### src/rtl/cpu_trace_buffer.sv
// Post-mortem trace recorder: stores one {pc, instr} entry per distinct fetched PC
// in a circular buffer, stops a fixed number of entries after a PC trigger, then drains oldest-first.
module cpu_trace_buffer #(
    parameter int ADDR_W   = 4,
    parameter int POST_CNT = 8
) (
    input  logic              clk,
    input  logic              rst,
    input  logic [31:0]       pc,
    input  logic [31:0]       instr,
    input  logic              arm,
    input  logic              trig_ena,
    input  logic [31:0]       trig_pc,
    input  logic              rd_ready,
    output logic              rd_valid,
    output logic [31:0]       rd_pc,
    output logic [31:0]       rd_instr,
    output logic [ADDR_W:0]   count,
    output logic [1:0]        state,
    output logic              overflow
);

    typedef enum logic [1:0] {
        S_IDLE    = 2'b00,
        S_CAPTURE = 2'b01,
        S_POST    = 2'b10,
        S_DONE    = 2'b11
    } state_t;

    localparam int              DEPTH     = 1 << ADDR_W;
    localparam logic [ADDR_W:0] FULL      = DEPTH[ADDR_W:0];
    localparam logic [7:0]      POST_INIT = POST_CNT[7:0];

    state_t              r_state, w_state_nxt;
    logic [63:0]         r_mem [DEPTH];
    logic [ADDR_W-1:0]   r_wr_ptr, r_rd_ptr;
    logic [ADDR_W:0]     r_count;
    logic                r_overflow;
    logic [31:0]         r_last_pc;
    logic                r_last_valid;
    logic [7:0]          r_post_cnt;

    logic w_sample, w_trig, w_full, w_rd_valid, w_rd_fire;

    // A stalled CPU holds pc; only a new PC (or the first after arm) is a sample.
    assign w_sample   = (r_state == S_CAPTURE || r_state == S_POST) &&
                        (!r_last_valid || pc != r_last_pc);
    assign w_trig     = w_sample && r_state == S_CAPTURE && trig_ena && pc == trig_pc;
    assign w_full     = r_count == FULL;
    assign w_rd_valid = (r_state == S_IDLE || r_state == S_DONE) && r_count != '0;
    assign w_rd_fire  = w_rd_valid && rd_ready;

    always_comb begin
        w_state_nxt = r_state;
        if (arm) begin
            w_state_nxt = S_CAPTURE;
        end else begin
            case (r_state)
                S_CAPTURE: if (w_trig) w_state_nxt = (POST_INIT == 8'd0) ? S_DONE : S_POST;
                S_POST:    if (w_sample && r_post_cnt <= 8'd1) w_state_nxt = S_DONE;
                default:   w_state_nxt = r_state;
            endcase
        end
    end

    always_ff @(posedge clk) begin
        if (rst) r_state <= S_IDLE;
        else     r_state <= w_state_nxt;
    end

    always_ff @(posedge clk) begin
        if (rst || arm) begin
            r_wr_ptr     <= '0;
            r_rd_ptr     <= '0;
            r_count      <= '0;
            r_overflow   <= 1'b0;
            r_last_valid <= 1'b0;
            r_last_pc    <= '0;
            r_post_cnt   <= '0;
        end else begin
            if (w_sample) begin
                r_wr_ptr     <= r_wr_ptr + 1'b1;
                r_last_pc    <= pc;
                r_last_valid <= 1'b1;
                if (w_full) begin
                    r_rd_ptr   <= r_rd_ptr + 1'b1;
                    r_overflow <= 1'b1;
                end else begin
                    r_count <= r_count + 1'b1;
                end
            end else if (w_rd_fire) begin
                r_rd_ptr <= r_rd_ptr + 1'b1;
                r_count  <= r_count - 1'b1;
            end
            if (w_trig)
                r_post_cnt <= POST_INIT;
            else if (r_state == S_POST && w_sample)
                r_post_cnt <= r_post_cnt - 1'b1;
        end
    end

    always_ff @(posedge clk) begin
        if (!rst && !arm && w_sample)
            r_mem[r_wr_ptr] <= {pc, instr};
    end

    assign rd_valid = w_rd_valid;
    assign rd_pc    = w_rd_valid ? r_mem[r_rd_ptr][63:32] : '0;
    assign rd_instr = w_rd_valid ? r_mem[r_rd_ptr][31:0]  : '0;
    assign count    = r_count;
    assign state    = r_state;
    assign overflow = r_overflow;

endmodule

### config.mk
export PLATFORM = sky130hd
export DESIGN_NAME = cpu_trace_buffer
export DESIGN_NICKNAME = d
export VERILOG_FILES = /design/src/rtl/cpu_trace_buffer.sv
export SDC_FILE = /design/constraint.sdc
export NUM_CORES = 1
export LEC_CHECK = 0
export CORE_MARGIN = 10
export CORE_UTILIZATION = 60
export DETAILED_ROUTE_END_ITERATION = 7
export HOLD_SLACK_MARGIN = 0.05
export PLACE_DENSITY = 0.79
export REMOVE_ABC_BUFFERS = 1
export SLEW_MARGIN = 20
export SYNTH_ARGS = -nofsm -noshare
export SYNTH_HDL_FRONTEND = slang
export SYNTH_SLANG_ARGS = --single-unit
### constraint.sdc
create_clock -name clk -period 9.5 [get_ports clk]
set_input_delay 1.9 -clock clk [delete_from_list [all_inputs] [get_ports clk]]
set_output_delay 1.9 -clock clk [all_outputs]
set_load 0.1 [all_outputs]
* After elaboration in Yosys (flattened, before gate mapping)
Memories as Yosys holds them, arrays and structs flattened. A register that Yosys moved wholly into a read port is not among the register bits.
Cells that the tools add are included.
** Word-level totals
- Register bits after elaboration :: 57
- RAM bits :: 1024
- Input port bits :: 101
- Output and inout port bits :: 73
- Logic and storage cells :: 77
- Memories kept :: 1
** Memory list
- r_mem :: depth 16, width 64, rd ports 1, clocked after Yosys merged registers in 1, write ports 1, RTL line 35 : logic [63:0] r_mem [DEPTH];
** Cells by class
- $add $sub $neg :: 5
- $lt $le $gt $ge :: 1
- Equality and inequality tests :: 12
- Muxes and demuxes :: 18
- Reduce and logical (&&, ||, !) cells :: 30
** Operator list (count)
- $mux 32 :: 2
- $eq 32x32->1 :: 1
- $ne 32x32->1 :: 1
- $mux 4 :: 7
- $mux 5 :: 3
- $logic_and 1x1->1 :: 10
- $add 4x1->4 const B :: 2
- $le 8x1->1 const B :: 1
- $sub 8x1->8 const B :: 1
- $reduce_and 2->1 :: 3
- $reduce_and 3->1 :: 2
- $reduce_bool 2->1 :: 3
- $add 5x1->5 const B :: 1
- $eq 5x5->1 const B :: 1
- $reduce_bool 5->1 :: 1
- $sub 5x1->5 const B :: 1
- $eq 2x2->1 const B :: 2
- $logic_or 1x1->1 :: 4
- $mux 2 :: 2
- $ne 2x1->1 const B :: 2
- $ne 2x2->1 const B :: 2
- $pmux 2 s2 :: 1
- $reduce_or 2->1 :: 2
- $logic_not 1->1 :: 3
- other kinds (6) :: 8

* Logic depth before layout (Yosys ltp)
- Depth after elaboration :: 9
- Depth in mapped cells :: 14
- Gate-level depth less buffers :: 12

* Worst setup path after synthesis
Ideal clock, no wire load.
- Path type :: input to register
- From :: input port pc[20]
- To :: memory r_mem[3][0], enable pin
- Setup time :: 0.564 ns
- Data arrival time :: 7.328 ns
- Data required time :: 8.936 ns
- Path slack :: 1.607 ns
- Stages on the path :: 9
- Path buffers :: 2
- Cells stage by stage :: xor2_1 -> nand2b_1 -> nor4_2 -> a31o_1 -> buf_4 -> inv_2 -> buf_6 -> nand3_1 -> nor3_1
** Between the ends
- Longest elaborated chain between the ends :: 6
** RTL lines
- start, declared :: RTL line 9 : input logic [31:0] pc,
- $ne 32x32->1 :: RTL line 47 : (!r_last_valid || pc != r_last_pc);
- $logic_or 1x1->1 :: RTL line 47
- $logic_and 1x1->1 :: RTL line 46 : assign w_sample = (r_state == S_CAPTURE || r_state == S_POST) &&
- $logic_and 1x1->1 :: RTL line 103 : if (!rst && !arm && w_sample)
- $mux 1 :: RTL line 103
- $mux 1 (not written as such) :: RTL line 104 : r_mem[r_wr_ptr] <= {pc, instr};
- end, declared :: RTL line 35
No other way between the ends.

==> flow_metrics.env <==
export IMPL_synth_seq_area_share=0.7494
export IMPL_critPathBufInv=2
export IMPL_vias=21020
export IMPL_netlist_area_mm2=0.04266
export IMPL_hpwl_um=51480
export IMPL_cts_resized_gates=0
export IMPL_fp_dieW_um=286.7
export IMPL_htree_levels=3
export IMPL_synth_async_sr_flop_share=0
export IMPL_tightestPinTransition_ns=1.140
export IMPL_worstSetupStartpointType="flip-flop"
export IMPL_synthFlopType="edfxtp_1"
export IMPL_fill_cells=3994
export IMPL_area_growth_syn_to_layout_pct=14.89
export IMPL_grt_overflow=0
export IMPL_synth_edf_count=1024
export IMPL_syn_inst=1897
export IMPL_slew_violations=0
export IMPL_routed_via_density=6.659
export IMPL_maxCapViolations=0
export IMPL_place_congestion=0.8466
export IMPL_drc=0
export IMPL_rsz0062_at_grt="false"
export IMPL_die_area_mm2=0.08217
export IMPL_finalPower_mw=10.50
export IMPL_reg2reg_from="state[0]$_SDFFE_PP0P_"
export IMPL_cp_depth=5
export IMPL_synth_seq_cells=1085
export IMPL_clock_sinks=1085
export IMPL_hold_viol=0
export IMPL_rows=97
export IMPL_core_mm2=0.07027
export IMPL_irDropWorstVdd_uv=169.4
export IMPL_cp_top_family="buffers and inverters"
export IMPL_port_buffers=173
export IMPL_finalNonFillerCells=3157
export IMPL_whs_path_depth=2
export IMPL_layout_min_cycle_time_ns=6.929
export IMPL_routed_wl_um=100400
export IMPL_critical_path_class="reg2out"
export IMPL_first_global_vias=22270
export IMPL_fin_skew_ns=0.01993
export IMPL_period_share=0.7294
export IMPL_p_leak_nw=15.06
export IMPL_drive_above_1_share=0.2359
export IMPL_slew_headroom=0.2399
export IMPL_synth_avg_cell_area_um2=22.49
export IMPL_worstPathMaxFanout=111
export IMPL_die_h_um=286.7
export IMPL_arrival_ns=5.03
export IMPL_cp_required_ns=7.60
export IMPL_clk_latency_ns=0.67
export IMPL_dr_pass1_iters=5
export IMPL_grt_max_degree=146
export IMPL_cts_tree="yes"
export IMPL_grt_pass1_wl_um=149300
export IMPL_post_cts_buffers=0
export IMPL_start_util=0.6071
export IMPL_worstSetupEndpointType="output pin"
export IMPL_postCtsHoldBufs=0
export IMPL_n_antenna_cell=0
export IMPL_slowest_delay_ns=1.03
export IMPL_status="finished clean"
export IMPL_numCtsBuffers=105
export IMPL_clk_pin_slew_worst_paths_ns=0.06
export IMPL_min_from="r_rd_ptr[3]$_SDFFE_PP0P_"
export IMPL_ant_nets=0
export IMPL_fmax_mhz=144.3
export IMPL_grt_total_usage=0.2463
export IMPL_pin_count=174
export IMPL_wl_per_cell_um=31.79
export IMPL_cts_root_buf="clkbuf_16"
export IMPL_crit_chain="buf_12 > mux4_2 > mux4_2 > and2_1 > clkdlybuf4s50_1"
export IMPL_worstRegToRegCells=8
export IMPL_worst_path_most_repeated_cell="mux4_2"
export IMPL_cts_path_max_buffers=3
export IMPL_finalCoreUtilization=0.6975
export IMPL_worst_hold_path_type="reg2reg"
export IMPL_power_density_mw_per_mm2=214.2
export IMPL_num_nets_final=2241
export IMPL_post_synth_num_cell_types=55
export IMPL_placed_cells=2960
export IMPL_yosys_warnings=0
export IMPL_setup_viol=0
export IMPL_initialDrtViolationCount=2379
export IMPL_antenna_found_initial=3
export IMPL_crit_path_top_delay_cell="dfxtp_4"
worst register-to-register path, cell delays in order, from the launching register on:
cell and delay (ns):
dfxtp_1 0.42, inv_1 0.07, ha_1 0.49, a31o_1 0.40, inv_2 0.11, buf_4 0.55
nand3_1 0.48, nor2_4 0.66, buf_4 0.84
sequential cells by signal, indices dropped and copies added (netlist names), named ones only:
name,flops
state,2
r_wr_ptr,4
overflow,1
r_last_pc,32
r_rd_ptr,4
count,5
r_post_cnt,8
r_last_valid,1
r_mem,1024
logic make-up (layout without fill, tap and decap cells):
family	Yosys count	in the layout	synth area share
buffers and inverters	107	427	0.01528
adder cells (fa/ha/maj)	13	13	0.003989
flip-flops	1085	1085	0.7494
AND/OR/NAND/NOR	226	226	0.02848
XOR/XNOR	69	69	0.01417
multiplexers	363	363	0.1824
AO/OA/AOI/OAI	34	34	0.006335
per-stage QoR:
| stage | instance area [um^2] | TNS [ns] | setup WS (ns) | hold WS (ns) |
|---|---|---|---|---|
| 3_5_place_dp | 45480 | 0 | 2.768 | 0.4612 |
| 6_report | 49020 | 0 | 2.571 | 0.4702 |
| 3_3_place_gp | 45460 | 0 | 2.982 | 0.4512 |
| 2_1_floorplan | 42070 | -286.17 | -4.725 | 0.4488 |
| 4_1_cts | 49000 | 0 | 2.489 | 0.4710 |
| 5_1_grt | 49020 | 0 | 2.344 | 0.5179 |
cell usage in the layout, fill, tap and decap left out, types with 13 or more instances in the layout:
| master | instances |
|---|---|
| edfxtp_1 | 1024 |
| mux4_2 | 282 |
| clkdlybuf4s50_1 | 173 |
| and2_1 | 65 |
| nand4_1 | 16 |
| xor2_1 | 32 |
| clkinv_1 | 20 |
| nor2_1 | 52 |
| clkbuf_16 | 106 |
| mux2i_1 | 43 |
| inv_1 | 14 |
| nand2_1 | 27 |
| buf_4 | 34 |
| mux4_1 | 38 |
| nor4_1 | 13 |
| xnor2_1 | 37 |
| bufinv_16 | 15 |
| dfxtp_1 | 57 |
| clkinv_2 | 26 |
Yosys cell counts, drive strengths merged (3+ instances only):
cell	number	share of area
nand2b	7	0.0010
dfxtp	61	0.029
nor3	9	0.0012
buf	45	0.0098
edfxtp	1024	0.72
or3	7	0.0010
mux2i	43	0.010
xor2	32	0.0066
nor2	64	0.0056
o21ai	3	0.00035
a21oi	7	0.0011
a31o	3	0.00062
nand4	16	0.0023
nor4	15	0.0027
xnor2	37	0.0076
mux4	320	0.17
ha	12	0.0035
and2	65	0.0095
a31oi	7	0.0015
inv	15	0.0013
nand3	7	0.00082
nand2	27	0.0024
clkbuf	47	0.0041
per-layer routing:
metal / part of all wire / vias to the layer above / GRT usage
li1: - / 8408 / -
met1: 0.38 / 11220 / 0.3312
met2: 0.51 / 1228 / 0.4113
met3: 0.082 / 162 / 0.04410
met4: 0.024 / 4 / 0.07448
met5: 0.00027 / - / 0
report_power, final:
part | internal (mW) | switching (mW) | total [mW]
sequential | 5.25 | 0.0229 | 5.27
combinational | 0.304 | 0.673 | 0.978
clock | 2.46 | 1.78 | 4.25
final cells by class:
cell class	instances	area, um^2	area share
inverter	15	56.30	0.001149
sequential	1085	31990	0.6526
timing repair buffer	215	2112	0.04309
clock inverter	78	813.3	0.01659
tap	940	1176	0.02399
clock buffer	119	2711	0.05532
multi-input combinational	705	10160	0.2073
final timing paths:
kind | to | slack (ns)
worst min-delay path | flip-flop | 0.47
worst max-delay path | rd_pc[20] | 2.57
worst max register to register | r_mem[11][47]$_DFFE_PP_ | 5.04
worst min register to register | flip-flop | 0.47
(Power assumes the default switching activity.)
